File: src/rtl/mbscore_lsu_if.sv
// Bundle of the execute-side, data-memory, writeback and exception signals of the LSU.
// The LSU uses the slave modport; its environment (pipeline + memory) uses master.
interface mbscore_lsu_if #(
  parameter int DATA_WIDTH     = 32,
  parameter int REG_ADDR_WIDTH = 5
);
  logic                      ex_valid;
  logic                      ex_ready;
  logic [3:0]                ex_op;
  logic [DATA_WIDTH-1:0]     ex_addr;
  logic [DATA_WIDTH-1:0]     ex_wdata;
  logic [REG_ADDR_WIDTH-1:0] ex_rd;

  logic                      dmem_req;
  logic                      dmem_we;
  logic [DATA_WIDTH-1:0]     dmem_addr;
  logic [3:0]                dmem_be;
  logic [DATA_WIDTH-1:0]     dmem_wdata;
  logic                      dmem_gnt;
  logic                      dmem_rvalid;
  logic [DATA_WIDTH-1:0]     dmem_rdata;

  logic                      wb_valid;
  logic [REG_ADDR_WIDTH-1:0] wb_rd;
  logic [DATA_WIDTH-1:0]     wb_data;

  logic                      exc_valid;
  logic [1:0]                exc_cause;
  logic [DATA_WIDTH-1:0]     exc_addr;

  modport slave (
    input  ex_valid, ex_op, ex_addr, ex_wdata, ex_rd,
    input  dmem_gnt, dmem_rvalid, dmem_rdata,
    output ex_ready,
    output dmem_req, dmem_we, dmem_addr, dmem_be, dmem_wdata,
    output wb_valid, wb_rd, wb_data,
    output exc_valid, exc_cause, exc_addr
  );

  modport master (
    output ex_valid, ex_op, ex_addr, ex_wdata, ex_rd,
    output dmem_gnt, dmem_rvalid, dmem_rdata,
    input  ex_ready,
    input  dmem_req, dmem_we, dmem_addr, dmem_be, dmem_wdata,
    input  wb_valid, wb_rd, wb_data,
    input  exc_valid, exc_cause, exc_addr
  );
endinterface

File: src/rtl/mbscore_lsu.sv
// Single-outstanding load/store unit: byte/half/word accesses over a req/gnt/rvalid
// data-memory port, with alignment checking and sign/zero-extended load writeback.
module mbscore_lsu #(
  parameter int DATA_WIDTH     = 32,
  parameter int REG_ADDR_WIDTH = 5
) (
  input logic          clk,
  input logic          rst_n,
  mbscore_lsu_if.slave bus
);

  typedef enum logic [2:0] {
    IDLE,
    REQ,
    WAIT,
    RESP,
    EXC
  } state_t;

  state_t state, state_next;

  logic                      accept;
  logic [1:0]                ex_size;
  logic                      ex_store;
  logic [1:0]                fault_cause;
  logic                      fault;
  logic [3:0]                st_be;
  logic [DATA_WIDTH-1:0]     st_wdata;

  logic [3:0]                op_q;
  logic [1:0]                addr_lo_q;
  logic [REG_ADDR_WIDTH-1:0] rd_q;
  logic [DATA_WIDTH-1:0]     dmem_addr_q;
  logic [3:0]                dmem_be_q;
  logic [DATA_WIDTH-1:0]     dmem_wdata_q;
  logic [REG_ADDR_WIDTH-1:0] wb_rd_q;
  logic [DATA_WIDTH-1:0]     wb_data_q;
  logic [1:0]                exc_cause_q;
  logic [DATA_WIDTH-1:0]     exc_addr_q;

  logic [DATA_WIDTH-1:0]     rdata_shifted;
  logic [15:0]               rdata_half;
  logic [DATA_WIDTH-1:0]     load_ext;

  assign accept   = bus.ex_valid && (state == IDLE);
  assign ex_size  = bus.ex_op[1:0];
  assign ex_store = bus.ex_op[3];

  // Fault decode on the incoming op; cause 00 means the access is legal.
  always_comb begin
    fault_cause = 2'b00;
    case (ex_size)
      2'b11: fault_cause = 2'b11;
      2'b10: if (bus.ex_addr[1:0] != 2'b00) fault_cause = ex_store ? 2'b10 : 2'b01;
      2'b01: if (bus.ex_addr[0])            fault_cause = ex_store ? 2'b10 : 2'b01;
      default: fault_cause = 2'b00;
    endcase
  end

  assign fault = (fault_cause != 2'b00);

  always_comb begin
    st_be    = 4'b1111;
    st_wdata = bus.ex_wdata;
    case (ex_size)
      2'b00: begin
        st_be    = 4'b0001 << bus.ex_addr[1:0];
        st_wdata = {4{bus.ex_wdata[7:0]}};
      end
      2'b01: begin
        st_be    = bus.ex_addr[1] ? 4'b1100 : 4'b0011;
        st_wdata = {2{bus.ex_wdata[15:0]}};
      end
      default: begin
        st_be    = 4'b1111;
        st_wdata = bus.ex_wdata;
      end
    endcase
  end

  // Lane selection and extension of returning read data, driven by the latched op.
  always_comb begin
    rdata_shifted = bus.dmem_rdata >> {addr_lo_q, 3'b000};
    rdata_half    = addr_lo_q[1] ? bus.dmem_rdata[31:16] : bus.dmem_rdata[15:0];
    load_ext      = bus.dmem_rdata;
    case (op_q[1:0])
      2'b00: load_ext = op_q[2] ? {24'b0, rdata_shifted[7:0]}
                                : {{24{rdata_shifted[7]}}, rdata_shifted[7:0]};
      2'b01: load_ext = op_q[2] ? {16'b0, rdata_half}
                                : {{16{rdata_half[15]}}, rdata_half};
      default: load_ext = bus.dmem_rdata;
    endcase
  end

  always_ff @(posedge clk or negedge rst_n) begin
    if (!rst_n) state <= IDLE;
    else        state <= state_next;
  end

  always_comb begin
    state_next    = state;
    bus.ex_ready  = 1'b0;
    bus.dmem_req  = 1'b0;
    bus.dmem_we   = 1'b0;
    bus.wb_valid  = 1'b0;
    bus.exc_valid = 1'b0;
    case (state)
      IDLE: begin
        bus.ex_ready = 1'b1;
        if (bus.ex_valid) state_next = fault ? EXC : REQ;
      end
      REQ: begin
        bus.dmem_req = 1'b1;
        bus.dmem_we  = op_q[3];
        if (bus.dmem_gnt) state_next = op_q[3] ? IDLE : WAIT;
      end
      WAIT: begin
        if (bus.dmem_rvalid) state_next = RESP;
      end
      RESP: begin
        bus.wb_valid = 1'b1;
        state_next   = IDLE;
      end
      EXC: begin
        bus.exc_valid = 1'b1;
        state_next    = IDLE;
      end
      default: state_next = IDLE;
    endcase
  end

  // Memory-side fields only change on a legal accept, so they stay stable until gnt.
  always_ff @(posedge clk or negedge rst_n) begin
    if (!rst_n) begin
      op_q         <= '0;
      addr_lo_q    <= '0;
      rd_q         <= '0;
      dmem_addr_q  <= '0;
      dmem_be_q    <= '0;
      dmem_wdata_q <= '0;
      wb_rd_q      <= '0;
      wb_data_q    <= '0;
      exc_cause_q  <= '0;
      exc_addr_q   <= '0;
    end else begin
      if (accept) begin
        op_q      <= bus.ex_op;
        addr_lo_q <= bus.ex_addr[1:0];
        rd_q      <= bus.ex_rd;
        if (fault) begin
          exc_cause_q <= fault_cause;
          exc_addr_q  <= bus.ex_addr;
        end else begin
          dmem_addr_q  <= {bus.ex_addr[DATA_WIDTH-1:2], 2'b00};
          dmem_be_q    <= st_be;
          dmem_wdata_q <= st_wdata;
        end
      end
      if ((state == WAIT) && bus.dmem_rvalid) begin
        wb_data_q <= load_ext;
        wb_rd_q   <= rd_q;
      end
    end
  end

  assign bus.dmem_addr  = dmem_addr_q;
  assign bus.dmem_be    = dmem_be_q;
  assign bus.dmem_wdata = dmem_wdata_q;
  assign bus.wb_rd      = wb_rd_q;
  assign bus.wb_data    = wb_data_q;
  assign bus.exc_cause  = exc_cause_q;
  assign bus.exc_addr   = exc_addr_q;

endmodule

File: src/flat_wrapper.sv
// flat-port wrapper written by rule: the top's interface ports become plain ports
module mbscore_lsu_flat 
#(
  parameter int DATA_WIDTH     = 32,
  parameter int REG_ADDR_WIDTH = 5
)
  (clk, rst_n, bus_ex_valid, bus_ex_op, bus_ex_addr, bus_ex_wdata, bus_ex_rd, bus_dmem_gnt, bus_dmem_rvalid, bus_dmem_rdata, bus_ex_ready, bus_dmem_req, bus_dmem_we, bus_dmem_addr, bus_dmem_be, bus_dmem_wdata, bus_wb_valid, bus_wb_rd, bus_wb_data, bus_exc_valid, bus_exc_cause, bus_exc_addr);
  mbscore_lsu_if #(.DATA_WIDTH(DATA_WIDTH), .REG_ADDR_WIDTH(REG_ADDR_WIDTH)) bus_i ();
  input logic clk;
  input logic rst_n;
  input wire logic [$bits(bus_i.ex_valid)-1:0] bus_ex_valid;
  input wire logic [$bits(bus_i.ex_op)-1:0] bus_ex_op;
  input wire logic [$bits(bus_i.ex_addr)-1:0] bus_ex_addr;
  input wire logic [$bits(bus_i.ex_wdata)-1:0] bus_ex_wdata;
  input wire logic [$bits(bus_i.ex_rd)-1:0] bus_ex_rd;
  input wire logic [$bits(bus_i.dmem_gnt)-1:0] bus_dmem_gnt;
  input wire logic [$bits(bus_i.dmem_rvalid)-1:0] bus_dmem_rvalid;
  input wire logic [$bits(bus_i.dmem_rdata)-1:0] bus_dmem_rdata;
  output wire logic [$bits(bus_i.ex_ready)-1:0] bus_ex_ready;
  output wire logic [$bits(bus_i.dmem_req)-1:0] bus_dmem_req;
  output wire logic [$bits(bus_i.dmem_we)-1:0] bus_dmem_we;
  output wire logic [$bits(bus_i.dmem_addr)-1:0] bus_dmem_addr;
  output wire logic [$bits(bus_i.dmem_be)-1:0] bus_dmem_be;
  output wire logic [$bits(bus_i.dmem_wdata)-1:0] bus_dmem_wdata;
  output wire logic [$bits(bus_i.wb_valid)-1:0] bus_wb_valid;
  output wire logic [$bits(bus_i.wb_rd)-1:0] bus_wb_rd;
  output wire logic [$bits(bus_i.wb_data)-1:0] bus_wb_data;
  output wire logic [$bits(bus_i.exc_valid)-1:0] bus_exc_valid;
  output wire logic [$bits(bus_i.exc_cause)-1:0] bus_exc_cause;
  output wire logic [$bits(bus_i.exc_addr)-1:0] bus_exc_addr;
  assign bus_i.ex_valid = bus_ex_valid;
  assign bus_i.ex_op = bus_ex_op;
  assign bus_i.ex_addr = bus_ex_addr;
  assign bus_i.ex_wdata = bus_ex_wdata;
  assign bus_i.ex_rd = bus_ex_rd;
  assign bus_i.dmem_gnt = bus_dmem_gnt;
  assign bus_i.dmem_rvalid = bus_dmem_rvalid;
  assign bus_i.dmem_rdata = bus_dmem_rdata;
  assign bus_ex_ready = bus_i.ex_ready;
  assign bus_dmem_req = bus_i.dmem_req;
  assign bus_dmem_we = bus_i.dmem_we;
  assign bus_dmem_addr = bus_i.dmem_addr;
  assign bus_dmem_be = bus_i.dmem_be;
  assign bus_dmem_wdata = bus_i.dmem_wdata;
  assign bus_wb_valid = bus_i.wb_valid;
  assign bus_wb_rd = bus_i.wb_rd;
  assign bus_wb_data = bus_i.wb_data;
  assign bus_exc_valid = bus_i.exc_valid;
  assign bus_exc_cause = bus_i.exc_cause;
  assign bus_exc_addr = bus_i.exc_addr;
  mbscore_lsu #(.DATA_WIDTH(DATA_WIDTH), .REG_ADDR_WIDTH(REG_ADDR_WIDTH)) u_core (.clk(clk), .rst_n(rst_n), .bus(bus_i));
endmodule
File: config.mk
export PLATFORM = sky130hd
export DESIGN_NAME = mbscore_lsu_flat
export DESIGN_NICKNAME = d
export VERILOG_FILES = /design/src/rtl/mbscore_lsu_if.sv /design/src/rtl/mbscore_lsu.sv /design/src/flat_wrapper.sv
export SDC_FILE = /design/constraint.sdc
export NUM_CORES = 1
export LEC_CHECK = 0
export BUFFER_PORTS_ARGS = -buffer_cell sky130_fd_sc_hd__buf_2
export CAP_MARGIN = 15
export CELL_PAD_IN_SITES_DETAIL_PLACEMENT = 0
export CELL_PAD_IN_SITES_GLOBAL_PLACEMENT = 2
export CORE_ASPECT_RATIO = 1.2
export CORE_MARGIN = 2
export CORE_UTILIZATION = 32
export CTS_CLUSTER_SIZE = 30
export DETAILED_ROUTE_END_ITERATION = 10
export GPL_ROUTABILITY_DRIVEN = 0
export PLACE_DENSITY_LB_ADDON = 0.1
export SYNTH_ARGS = -nofsm -noshare
export SYNTH_HDL_FRONTEND = slang
export SYNTH_SLANG_ARGS = --single-unit
export TNS_END_PERCENT = 30
File: constraint.sdc
create_clock -name clk -period 4.15 [get_ports clk]
set_input_delay 0.415 -clock clk [delete_from_list [all_inputs] [get_ports clk]]
set_output_delay 0.415 -clock clk [all_outputs]
set_load 0.05 [all_outputs]
Yosys cells after proc, flatten, opt, wreduce, memory -nomap -nowiden
Cells that the tools add are included.
{ "totals": {"register_bits": 151, "elab_cells": 57, "input_bits": 110, "out_inout_bits": 144} }
{ "classes": {"n_bitwise": 1, "eq_ne": 11, "shifts": 2, "mux": 22, "reduce_logical": 10} }
{ "ops": {"columns": ["cell", "n"], "rows": [
  ["$pmux 32 s2", 2],
  ["$mux 32", 2],
  ["$shr 32x5->8", 1],
  ["$mux 16", 1],
  ["$mux 3", 4],
  ["$pmux 3 s3", 1],
  ["$mux 2", 4],
  ["$pmux 4 s2", 1],
  ["$eq 3x2->1 const B", 2],
  ["$ne 2x2->1 const B", 3],
  ["$pmux 2 s3", 1],
  ["$mux 1", 5],
  ["$eq 2x1->1 const B", 2],
  ["$eq 2x2->1 const B", 2],
  ["$logic_not 2->1", 2],
  ["$mux 4", 1],
  ["$reduce_and 2->1", 2],
  ["$reduce_bool 2->1", 2],
  ["$shl 1x2->4 const A", 1],
  ["$eq 3x1->1 const B", 1],
  ["$eq 3x3->1 const B", 1],
  ["$logic_not 3->1", 1],
  ["$reduce_and 3->1", 1],
  ["$logic_and 1x1->1", 2],
  ["$not 1->1", 1]
]} }

Depth between registers and ports, before layout
Gate-level depths: netlist of run 1.
{ "logic_depth": {"depth_word": 7, "mapped_depth": 7, "depth_no_buf": 4} }

Least setup slack after synthesis of run 1
OpenSTA, ideal clock, no wires.
{ "synth_path": {"kind": "register to register", "start": "register u_core.state[2]", "end": "register u_core.exc_addr_q[10] (netlist: u_core.bus.exc_addr[10])", "n_path_buf": 2, "period_less_slack_ns": 2.351, "stages_incl_launch_ff": 7, "arrival_time_ns": 2.226, "required_ns": 4.025, "setup_ns": 0.125, "path_slack_ns": 1.799, "path_cell_list": "dfrtp_1 > buf_4 > nor3_2 > nand2_2 > nor2_4 > buf_4 > mux2_2"} }
{ "synth_between": {"elab_chain_len": 3} }
{ "synth_lines": {"columns": ["element", "line_no", "source"], "rows": [
  ["start: declaration", "mbscore_lsu.sv:20", "state_t state, state_next;"],
  ["start signal: assignment", "mbscore_lsu.sv:97", "else state <= state_next;"],
  ["$logic_not 3->1", "mbscore_lsu.sv:45", "assign accept = bus.ex_valid && (state == IDLE);"],
  ["$logic_and 1x1->1", "mbscore_lsu.sv:45", null],
  ["$reduce_and 2->1 (no source line)", null, null],
  ["end signal: assignment", "mbscore_lsu.sv:152", "exc_addr_q <= bus.ex_addr;"],
  ["end: declaration", "mbscore_lsu.sv:39", "logic [DATA_WIDTH-1:0] exc_addr_q;"]
]} }
No other way between the ends.
A chain may end at the register's enable or synchronous reset.

Final worst setup path of run 1
{ "layout_path": {"start": "register u_core.state[2]", "end": "register u_core.exc_addr_q[29] (netlist: u_core.bus.exc_addr[29])"} }
Same word-level chain as after synthesis.

==> metrics.txt, run 1 <==
# Post-CTS Setup Buffers=0; Max Freq=405 MHz; Setup crit end kind=register; Main synth FF type=dfrtp_1; critical-path cell list=nor3_2, nand2_2, nor2_4, mux2_2; CTS tree=done; clock-pin slew on the worst setup and hold paths=0.07 ns; Yosys cell types=47; pre-CTS WS=1.44 ns; area of the multi-input gates=2780 µm²; Synthesis Warnings=0; CTS Buf Count=17; DP Area=8250 µm²; CP Max Fanout=35; First-pass DRT Iterations=4; total track usage=0.172; number of max-cap violations=0; Slew HR=0.223; vias per inst=4.77; post-synthesis cell count=606; CTS max path bufs=2; Layout area overhead=30.7%; Die H=163 µm; Comb power frac=0.521; vias=5357; Mean Syn Cell Area=11.2 µm²; Sink Count=151; Cell Rows=58; Crit-path slowest cell=nor2_4; number of synthesized flops with an enable pin=0; period utilization=0.595; Filler cells=2111; most frequent cell after synthesis=dfrtp_1; Area contributors post-synth=dfrtp_1 56%, mux2_2 11%, mux2i_1 5.8%; die area=22400 µm²; hpwl dp=13700 µm; #FFs+latches synth=151; static leakage=4.38 nW; CP arrival=2.77 ns; Post-synth ARST share=1.00; Synth area leader=dfrtp_1; Period minus WS final=2.47 ns; Core Area=20900 µm²; grt total ovfl=0; Sw Ratio=0.521; sequential element share of the synthesized area=0.558; Pint=0.00425 W; WL final=18900 µm; Switch Pwr=0.00462 W; global-route wire length before repair=29600 µm; WP data required=4.45 ns; Final Hold Fails=0; wire per inst=16.8 µm; IO buf count=251; initial antenna violation count=1; skew final=0.0108 ns; cell area after layout=8860 µm²; PwrDens=1000 nW/µm²; sequential group share of total power=0.301; post-CTS resize count=0; type of the worst min-delay path=primary input to asynchronous set/reset pin; final setup fails=0; max-slew violations=0; CP Class=register to register; Clk Latency, worst-skew pair=0.42 ns; root buffer cell=clkbuf_16; antenna cells=0; pin count of the biggest net entering global routing=96; initial DRC count=214; DRC=0; H-Tree Depth=4; vias in the first global route=5497; Clk network pwr share=0.178; Final #Nets=949; DRT antenna net count=0; Starting Density=0.324; Synth top area share=0.558; Reg area=3780 µm²; Peak VDD IR=529 µV; Worst Slack Setup Final=1.68 ns; CTS Hold Bufs=0; Setup TNS Final=0 ns; nature of the critical path startpoint=register; Die Wd=137 µm; Boundary Pins=254; ratio of cells with drive above 1 in the final layout=0.433; ranking of synthesized cells by instance count=151 x dfrtp_1, 100 x nand2_1, 65 x mux2_2; max incr delay on CP=0.85 ns; synthesized cell area=6780 µm²; RSZ-0062 raised after global routing=false; status=completed; worst slew pin tran=1.16 ns
-- worst max-delay path: cells and delay by family (launching register included) --
kind,cells,cell delay [ns]
flops,1,0.54
mux,1,0.43
simple gates,3,1.38
-- cell type report --
cell class,count,share of cell area
clock buffer,17,0.0480
clock inverter,15,0.0205
inverter,5,0.00212
multi-input combinational,405,0.314
sequential,151,0.427
tap,270,0.0381
timing repair buffer,259,0.151
-- routing by layer --
| layer | vias up | wire length, µm | GRT usage |
|---|---|---|---|
| li1 | 2596 | - | - |
| met1 | 2574 | 7760 | 0.214 |
| met2 | 168 | 9330 | 0.279 |
| met3 | 17 | 1490 | 0.0608 |
| met4 | 2 | 286 | 0.0548 |
| met5 | - | 11 | 0 |
-- power groups by stage --
stage	Combinational (W)	Clock [W]	Sequential, W
6_report	0.00462	0.00158	0.00267
5_1_grt	0.00489	0.00170	0.00278
4_1_cts	0.00467	0.00164	0.00268
3_5_place_dp	0.00467	0	0.00269
3_3_place_gp	0.00464	0	0.00266
2_1_floorplan	0.00126	0	0.00493
-- kinds of logic after synthesis --
kind of cell | after synthesis | share of synthesized area
AOI/OAI and AO/OA | 105 | 0.0909
xor gates and xnor gates | 1 | 0.00129
buffers and inverters | 51 | 0.0371
DFF | 151 | 0.558
muxes | 113 | 0.183
other | 1 | 0.000553
and+or+nand+nor | 184 | 0.129
-- final timing paths --
path | start | to | slack, ns | cells past startpoint
worst max-delay path | u_core.state[2] | u_core.bus.exc_addr[29] | 1.68 | 4
worst min-delay path | rst_n | u_core.bus.wb_data[18] | 0.07 | 1
worst max register to register | u_core.state[2] | u_core.bus.exc_addr[29] | 1.68 | 4
worst min register to register | u_core.bus.wb_rd[0] | u_core.bus.wb_rd[0] | 0.47 | 2
max in group asynchronous | rst_n | u_core.bus.dmem_addr[9] | 3.08 | 2
min in group clk | bus_ex_rd[0] | u_core.rd_q[0] | 0.20 | 3
-- registers in the layout, indices dropped and copies added (netlist names) --
register               cells
u_core.bus.dmem_wdata     32
u_core.bus.exc_addr       32
u_core.bus.wb_data        32
u_core.bus.dmem_addr      30
u_core.bus.wb_rd           5
u_core.rd_q                5
u_core.bus.dmem_be         4
u_core.op_q                4
u_core.state               3
u_core.addr_lo_q           2
u_core.bus.exc_cause       2
-- per-stage QoR --
stage          utilization  hold WS, ns  std cells  total power, W
3_5_place_dp         0.395        0.456       1090         0.00737
3_3_place_gp         0.395        0.453       1090         0.00730
4_1_cts              0.424        0.117       1122         0.00899
6_report             0.424       0.0672       1122         0.00886
5_1_grt              0.424        0.135       1122         0.00937
2_1_floorplan            -        0.119        607         0.00619
-- layout by cell type, fill, tap and decap left out, types with 2 or more instances in the layout --
cell         n
nor3_2       3
o21ai_0     48
nand2_1    100
o22ai_1      3
nand3b_1     2
a21oi_1     30
nor3_1       2
inv_1        5
dfrtp_1    151
inv_6        5
clkbuf_16   17
conb_1       2
inv_8        4
nor4bb_1     6
nand2b_1     4
mux2i_1     39
buf_2      250
o22a_1       6
mux2_1       6
o211ai_1     2
nor2_1      21
nor3b_1      2
buf_4        7
o311ai_0     2
mux2_4       2
mux2_2      65
nand3_1     33
clkinv_8     3
o221ai_1     7
No activity file was read; power rests on OpenSTA's default activity.
==> run 2, diff against run 1 <==
--- a/config.mk
+++ b/config.mk
@@ -11,7 +11,7 @@
 export CELL_PAD_IN_SITES_GLOBAL_PLACEMENT = 2
 export CORE_ASPECT_RATIO = 1.2
 export CORE_MARGIN = 2
-export CORE_UTILIZATION = 32
+export CORE_UTILIZATION = 27
 export CTS_CLUSTER_SIZE = 30
 export DETAILED_ROUTE_END_ITERATION = 10
 export GPL_ROUTABILITY_DRIVEN = 0
==> constraint.sdc (replaced) <==
create_clock -name clk -period 2 [get_ports clk]
set_input_delay 0.2 -clock clk [delete_from_list [all_inputs] [get_ports clk]]
set_output_delay 0.2 -clock clk [all_outputs]
set_load 0.05 [all_outputs]
==> metrics.txt, run 2 (same netlist as run 1, synthesis figures left out) <==
Cell Rows=63 (+8.6%); type of the worst min-delay path=primary input to register; vias per inst=4.62 (-3.2%); number of max-cap violations=0 (unchanged); Period minus WS final=1.88 ns; Sw Ratio=0.515 (-0.00599); total track usage=0.160 (-0.0119); CTS Buf Count=17 (unchanged); vias in the first global route=5829 (+6.0%); Slew HR=0.519 (+0.295); ratio of cells with drive above 1 in the final layout=0.440 (+0.00690); status=completed; FF-to-FF setup slack=0.28 ns (-1.40 ns); static leakage=4.51 nW (+2.9%); Peak VDD IR=924 µV (+75%); DRT antenna net count=0 (unchanged); root buffer cell=clkbuf_16; wire per inst=17.5 µm (+4.0%); First-pass DRT Iterations=6 (+2); Filler cells=2526 (+20%); RSZ-0062 raised after global routing=false; max-slew violations=0 (unchanged); vias=5560 (+3.8%); Setup crit end kind=output port; Comb power frac=0.529 (+0.008); DRC=0 (unchanged); Starting Density=0.275 (-0.0496); Core Area=24700 µm² (+18%); Final #Nets=972 (+2.4%); # Post-CTS Setup Buffers=0 (unchanged); Cells after DPL=1161 (+6.5%); Clk Latency, worst-skew pair=0.41 ns (about the same); commonest cells after routing, fill and taps aside=250 x buf_2, 150 x dfrtp_1, 100 x nand2_1; die area=26400 µm² (+18%); CTS max path bufs=2 (unchanged); Max Freq=531 MHz; initial antenna violation count=4 (+3); Pint=0.00912 W (+110%); worst hold stages=2; global-route wire length before repair=32800 µm (+11%); final setup fails=0 (unchanged); WP data required=1.80 ns (-2.65 ns); commonest non-fill, non-tap cell in the layout=buf_2; Switch Pwr=0.00967 W (+110%); CTS tree=done; Non-Filler Instances=1203 (+7.2%); Worst Hold Slack=0.0265 ns (-0.0407 ns); nature of the critical path startpoint=register; Clk network pwr share=0.179 (about the same); pin count of the biggest net entering global routing=87 (-9.4%); Boundary Pins=254 (unchanged); skew final=0.0160 ns (+0.00523 ns); worst r2r src=u_core.state[0]; CP Class=register to output port; Hold Startpoint=bus_ex_addr[12]; reg2reg path depth=5 (+1); Setup TNS Final=0 ns (unchanged); Layout Utilization=0.373 (-0.0511); Die H=178 µm (+8.7%); initial DRC count=178 (-17%); Crit Reg-Reg Endpoint=u_core.bus.exc_addr[11]; hpwl dp=15700 µm (+15%); sequential group share of total power=0.292 (-0.009); WL final=21000 µm (+12%); period utilization=0.941; grt total ovfl=0 (unchanged); clock-pin slew on the worst setup and hold paths=0.07 ns (about the same); CP Max Fanout=6 (-83%); IO buf count=251 (unchanged); CP arrival=1.68 ns (-1.09 ns); Hold EP=u_core.bus.exc_addr[12]; Final Hold Fails=0 (unchanged); PwrDens=2040 nW/µm² (+100%); Die Wd=149 µm (+8.6%); worst slew pin tran=0.722 ns (-0.441 ns); H-Tree Depth=4 (unchanged); Sink Count=151 (unchanged); Layout area overhead=35.7%
==> run 2: layout make-up <==
cell class,instances,area (µm²),share of cell area
clock buffer,18,439,0.0478
tap,325,407,0.0442
clock inverter,14,175,0.0191
sequential,151,3780,0.411
antenna,3,7.51,0.000817
timing repair buffer,282,1590,0.173
multi-input combinational,405,2780,0.302
inverter,5,18.8,0.00204
==> run 2: what timing repair did <==
item | in CTS | in global routing
gates resized for setup | 0 | 1
setup endpoints to repair | 0 | 1
hold endpoints to repair | 47 | 0
hold buffers | 7 | 0
==> run 2: worst max-delay path by stage <==
| stage | end | start | cells after the start | slack (ns) |
|---|---|---|---|---|
| 2_1_floorplan | u_core.bus.exc_addr[10] | u_core.state[0] | 6 | -0.05 |
| 3_3_place_gp | u_core.bus.wb_data[13] | u_core.state[1] | 5 | 0.30 |
| 3_5_place_dp | u_core.bus.exc_addr[24] | u_core.state[0] | 5 | 0.25 |
| 4_1_cts | bus_exc_valid | u_core.state[2] | 3 | 0.06 |
| 5_1_grt | bus_dmem_req | u_core.state[0] | 4 | 0.004 |
| 6_report | bus_dmem_req | u_core.state[0] | 4 | 0.12 |
==> run 2: layer usage <==
metal  routed length [µm]  vias to the layer above  global-route usage
met2                10600                      185               0.279
li1                     -                     2652                   -
met1                 8580                     2701               0.189
met4                  473                        2              0.0540
met3                 1380                       20              0.0458
met5                   13                        -                   0
==> run 2: metrics by stage <==
step                      power [W]  area [µm²]  setup WS [ns]
final                        0.0188        9190          0.118
after global routing         0.0198        9190        0.00434
after CTS                    0.0190        9180         0.0618
after detailed placement     0.0156        8500          0.254
after global placement       0.0155        8500          0.302
after floorplan              0.0129        6810        -0.0514
==> run 2: power groups by stage <==
stage	Clock [W]	Combinational, W	Sequential (W)
final	0.00336	0.00994	0.00549
after global routing	0.00363	0.0105	0.00571
after CTS	0.00347	0.0101	0.00552
after detailed placement	0	0.0100	0.00556
after global placement	0	0.00998	0.00550
after floorplan	0	0.00265	0.0102
==> run 2: critical path, stage by stage, from the launching register on <==
cell and delay [ns]:
dfrtp_1 0.52, buf_4 0.21, inv_1 0.09, nor3_1 0.16
buf_2 0.31
==> run 3, diff against run 2 <==
--- a/config.mk
+++ b/config.mk
@@ -5,13 +5,14 @@
 export SDC_FILE = /design/constraint.sdc
 export NUM_CORES = 1
 export LEC_CHECK = 0
+export ABC_AREA = 1
 export BUFFER_PORTS_ARGS = -buffer_cell sky130_fd_sc_hd__buf_2
 export CAP_MARGIN = 15
 export CELL_PAD_IN_SITES_DETAIL_PLACEMENT = 0
 export CELL_PAD_IN_SITES_GLOBAL_PLACEMENT = 2
 export CORE_ASPECT_RATIO = 1.2
 export CORE_MARGIN = 2
-export CORE_UTILIZATION = 27
+export CORE_UTILIZATION = 25
 export CTS_CLUSTER_SIZE = 30
 export DETAILED_ROUTE_END_ITERATION = 10
 export GPL_ROUTABILITY_DRIVEN = 0
==> metrics.txt, run 3 <==
status=completed; total track usage=0.161 (+0.000789); skew final=0.00688 ns (-0.00915 ns); DRC=0 (unchanged); Clk network pwr share=0.200 (+0.021); Boundary Pins=254 (unchanged); static leakage=5.11 nW (+13%); Synth top area share=0.539 (-0.0189); number of synthesized flops with an enable pin=0 (unchanged); First-pass DRT Iterations=4 (-2); Final #Nets=1187 (+22%); critical path buffer and inverter count=4 (+1); WP data required=2.31 ns (+0.51 ns); RSZ-0062 raised after global routing=false; # Post-CTS Setup Buffers=0 (unchanged); CTS max path bufs=2 (unchanged); Setup TNS Final=0 ns (unchanged); clock-pin slew on the worst setup and hold paths=0.06 ns (about the same); Crit-path slowest cell=dfrtp_1; worst slew pin tran=0.512 ns (-0.210 ns); critical-path cell list=nor2_2, nand2_1, inv_2, nand2_4, inv_4, nand3_4, buf_12, buf_4, nand2_1, o21ai_2; ratio of cells with drive above 1 in the final layout=0.351 (-0.0892); most frequent cell after synthesis=nand2_1; post-synthesis cell count=820 (+35%); Mean Syn Cell Area=8.55 µm² (-24%); die area=29400 µm² (+11%); wire per inst=15.8 µm (-9.9%); DP Area=8660 µm² (+1.9%); number of max-cap violations=0 (unchanged); sequential group share of total power=0.279 (-0.013); Final Hold Fails=0 (unchanged); cell area after layout=9450 µm² (+2.8%); period utilization=0.856 (-0.0853); commonest cells after routing, fill and taps aside=302 x nand2_1, 250 x buf_2, 151 x dfrtp_1; Sw Ratio=0.511 (-0.00356); Die Wd=157 µm (+5.6%); most frequent CP cell=nand2_1; grt total ovfl=0 (unchanged); global-route wire length before repair=36100 µm (+10%); Cell Rows=67 (+6.3%); Peak VDD IR=734 µV (-21%); CP arrival=2.03 ns (+0.35 ns); Worst Hold Slack=0.0303 ns (+0.00374 ns); hpwl dp=17000 µm (+8.0%); CTS tree=done; Pint=0.00930 W (+2.0%); root buffer cell=clkbuf_16; PwrDens=2010 nW/µm² (-1.5%); ranking of synthesized cells by instance count=303 x nand2_1, 151 x dfrtp_1, 62 x inv_1; CP Class=register to register; commonest non-fill, non-tap cell in the layout=nand2_1; Worst Slack Setup Final=0.289 ns (+0.171 ns); final setup fails=0 (unchanged); pin count of the biggest net entering global routing=63 (-28%); max incr delay on CP=0.40 ns (-0.12 ns); cell family with most CP delay=buffers and inverters; synthesized cell area=7010 µm² (+3.5%); Switch Pwr=0.00973 W (+0.57%); initial DRC count=220 (+24%); DRT antenna net count=0 (unchanged); IO buf count=251 (unchanged); Slew HR=0.658 (+0.139); pre-CTS WS=0.249 ns (-0.00470 ns); initial antenna violation count=2 (-2); #FFs+latches synth=151 (unchanged); CP Max Fanout=38 (+32); H-Tree Depth=4 (unchanged); Die H=187 µm (+5.6%); type of the worst min-delay path=primary input to register; sequential element share of the synthesized area=0.539 (-0.0189); Setup crit end kind=register; Main synth FF type=dfrtp_1; antenna cells=0 (-3); vias=6088 (+9.5%); Yosys cell types=33 (-30%); WL final=23100 µm (+9.9%); nature of the critical path startpoint=register; Layout area overhead=34.7%; Area contributors post-synth=dfrtp_1 54%, nand2_1 16%, o21ai_2 4.5%; Post-synth ARST share=1.00 (unchanged); Synth area leader=dfrtp_1; Core Area=27700 µm² (+12%); vias in the first global route=6347 (+8.9%); vias per inst=4.15 (-10%); Sink Count=151 (unchanged); Clk Latency, worst-skew pair=0.42 ns (about the same); total chip power=0.0190 W (+1.3%); Starting Density=0.253 (-0.0219); max-slew violations=0 (unchanged); Comb power frac=0.521 (-0.008); Synthesis Warnings=0 (unchanged); Period minus WS final=1.71 ns (-0.171 ns); CTS Buf Count=17 (unchanged); Max Freq=584 MHz (+10%)
## run 3: per-stage QoR
stage	util	cells
2_1_floorplan	-	821
3_3_place_gp	0.312	1426
3_5_place_dp	0.312	1426
4_1_cts	0.341	1468
5_1_grt	0.341	1468
6_report	0.341	1468
## run 3: what timing repair did
action | 4_1_cts | 5_1_grt
gates resized for setup | 0 | 0
hold endpoints to repair | 39 | 0
hold buffers | 11 | 0
## run 3: final timing paths
kind                                           from                       end  slack (ns)  cells after the start
hold / removal                      bus_ex_wdata[0]  u_core.bus.dmem_wdata[0]        0.03                      3
max in group asynchronous                     rst_n   u_core.bus.exc_addr[28]        1.13                      3
setup / recovery                    u_core.state[2]  u_core.bus.dmem_addr[25]        0.29                     10
setup reg to reg                    u_core.state[2]  u_core.bus.dmem_addr[25]        0.29                     10
min in group asynchronous                     rst_n    u_core.bus.wb_data[29]        0.22                      2
hold reg to reg            u_core.bus.dmem_addr[31]  u_core.bus.dmem_addr[31]        0.47                      2
## run 3: cell type report
class                      instances  area (µm²)
clock buffer                      18         429
fill                            3027       18300
multi-input combinational        553        2640
inverter                          70         265
tap                              379         474
clock inverter                    13         251
timing repair buffer             284        1610
sequential                       151        3780
## run 3: worst min-delay path, delay by kind of cell
| kind | cells | cell delay, ns |
|---|---|---|
| buffers and inverters | 1 | 0.12 |
| AND/OR/NAND/NOR | 2 | 0.11 |
## run 3: power groups by stage
stage          Combinational (W)  Clock (W)  Sequential (W)
5_1_grt                   0.0106    0.00403         0.00551
4_1_cts                   0.0101    0.00393         0.00534
6_report                 0.00991    0.00380         0.00532
3_5_place_dp              0.0100          0         0.00538
3_3_place_gp              0.0100          0         0.00538
2_1_floorplan            0.00291          0         0.00989
## run 3: cells by family after synthesis
kind of cell / Yosys count / share of synthesized area
AO/OA/AOI/OAI: 181 / 0.158
buffers and inverters: 117 / 0.0860
flip-flops: 151 / 0.539
other: 1 / 0.000535
AND/OR/NAND/NOR: 370 / 0.217
## run 3: routing by layer
metal / up-vias / wire length (µm) / track usage / share of wire
li1: 3102 / - / - / -
met1: 2803 / 9780 / 0.191 / 0.42
met2: 159 / 11600 / 0.277 / 0.50
met3: 20 / 1450 / 0.0498 / 0.063
met4: 4 / 261 / 0.0466 / 0.011
met5: - / 21 / 0 / 0.00091
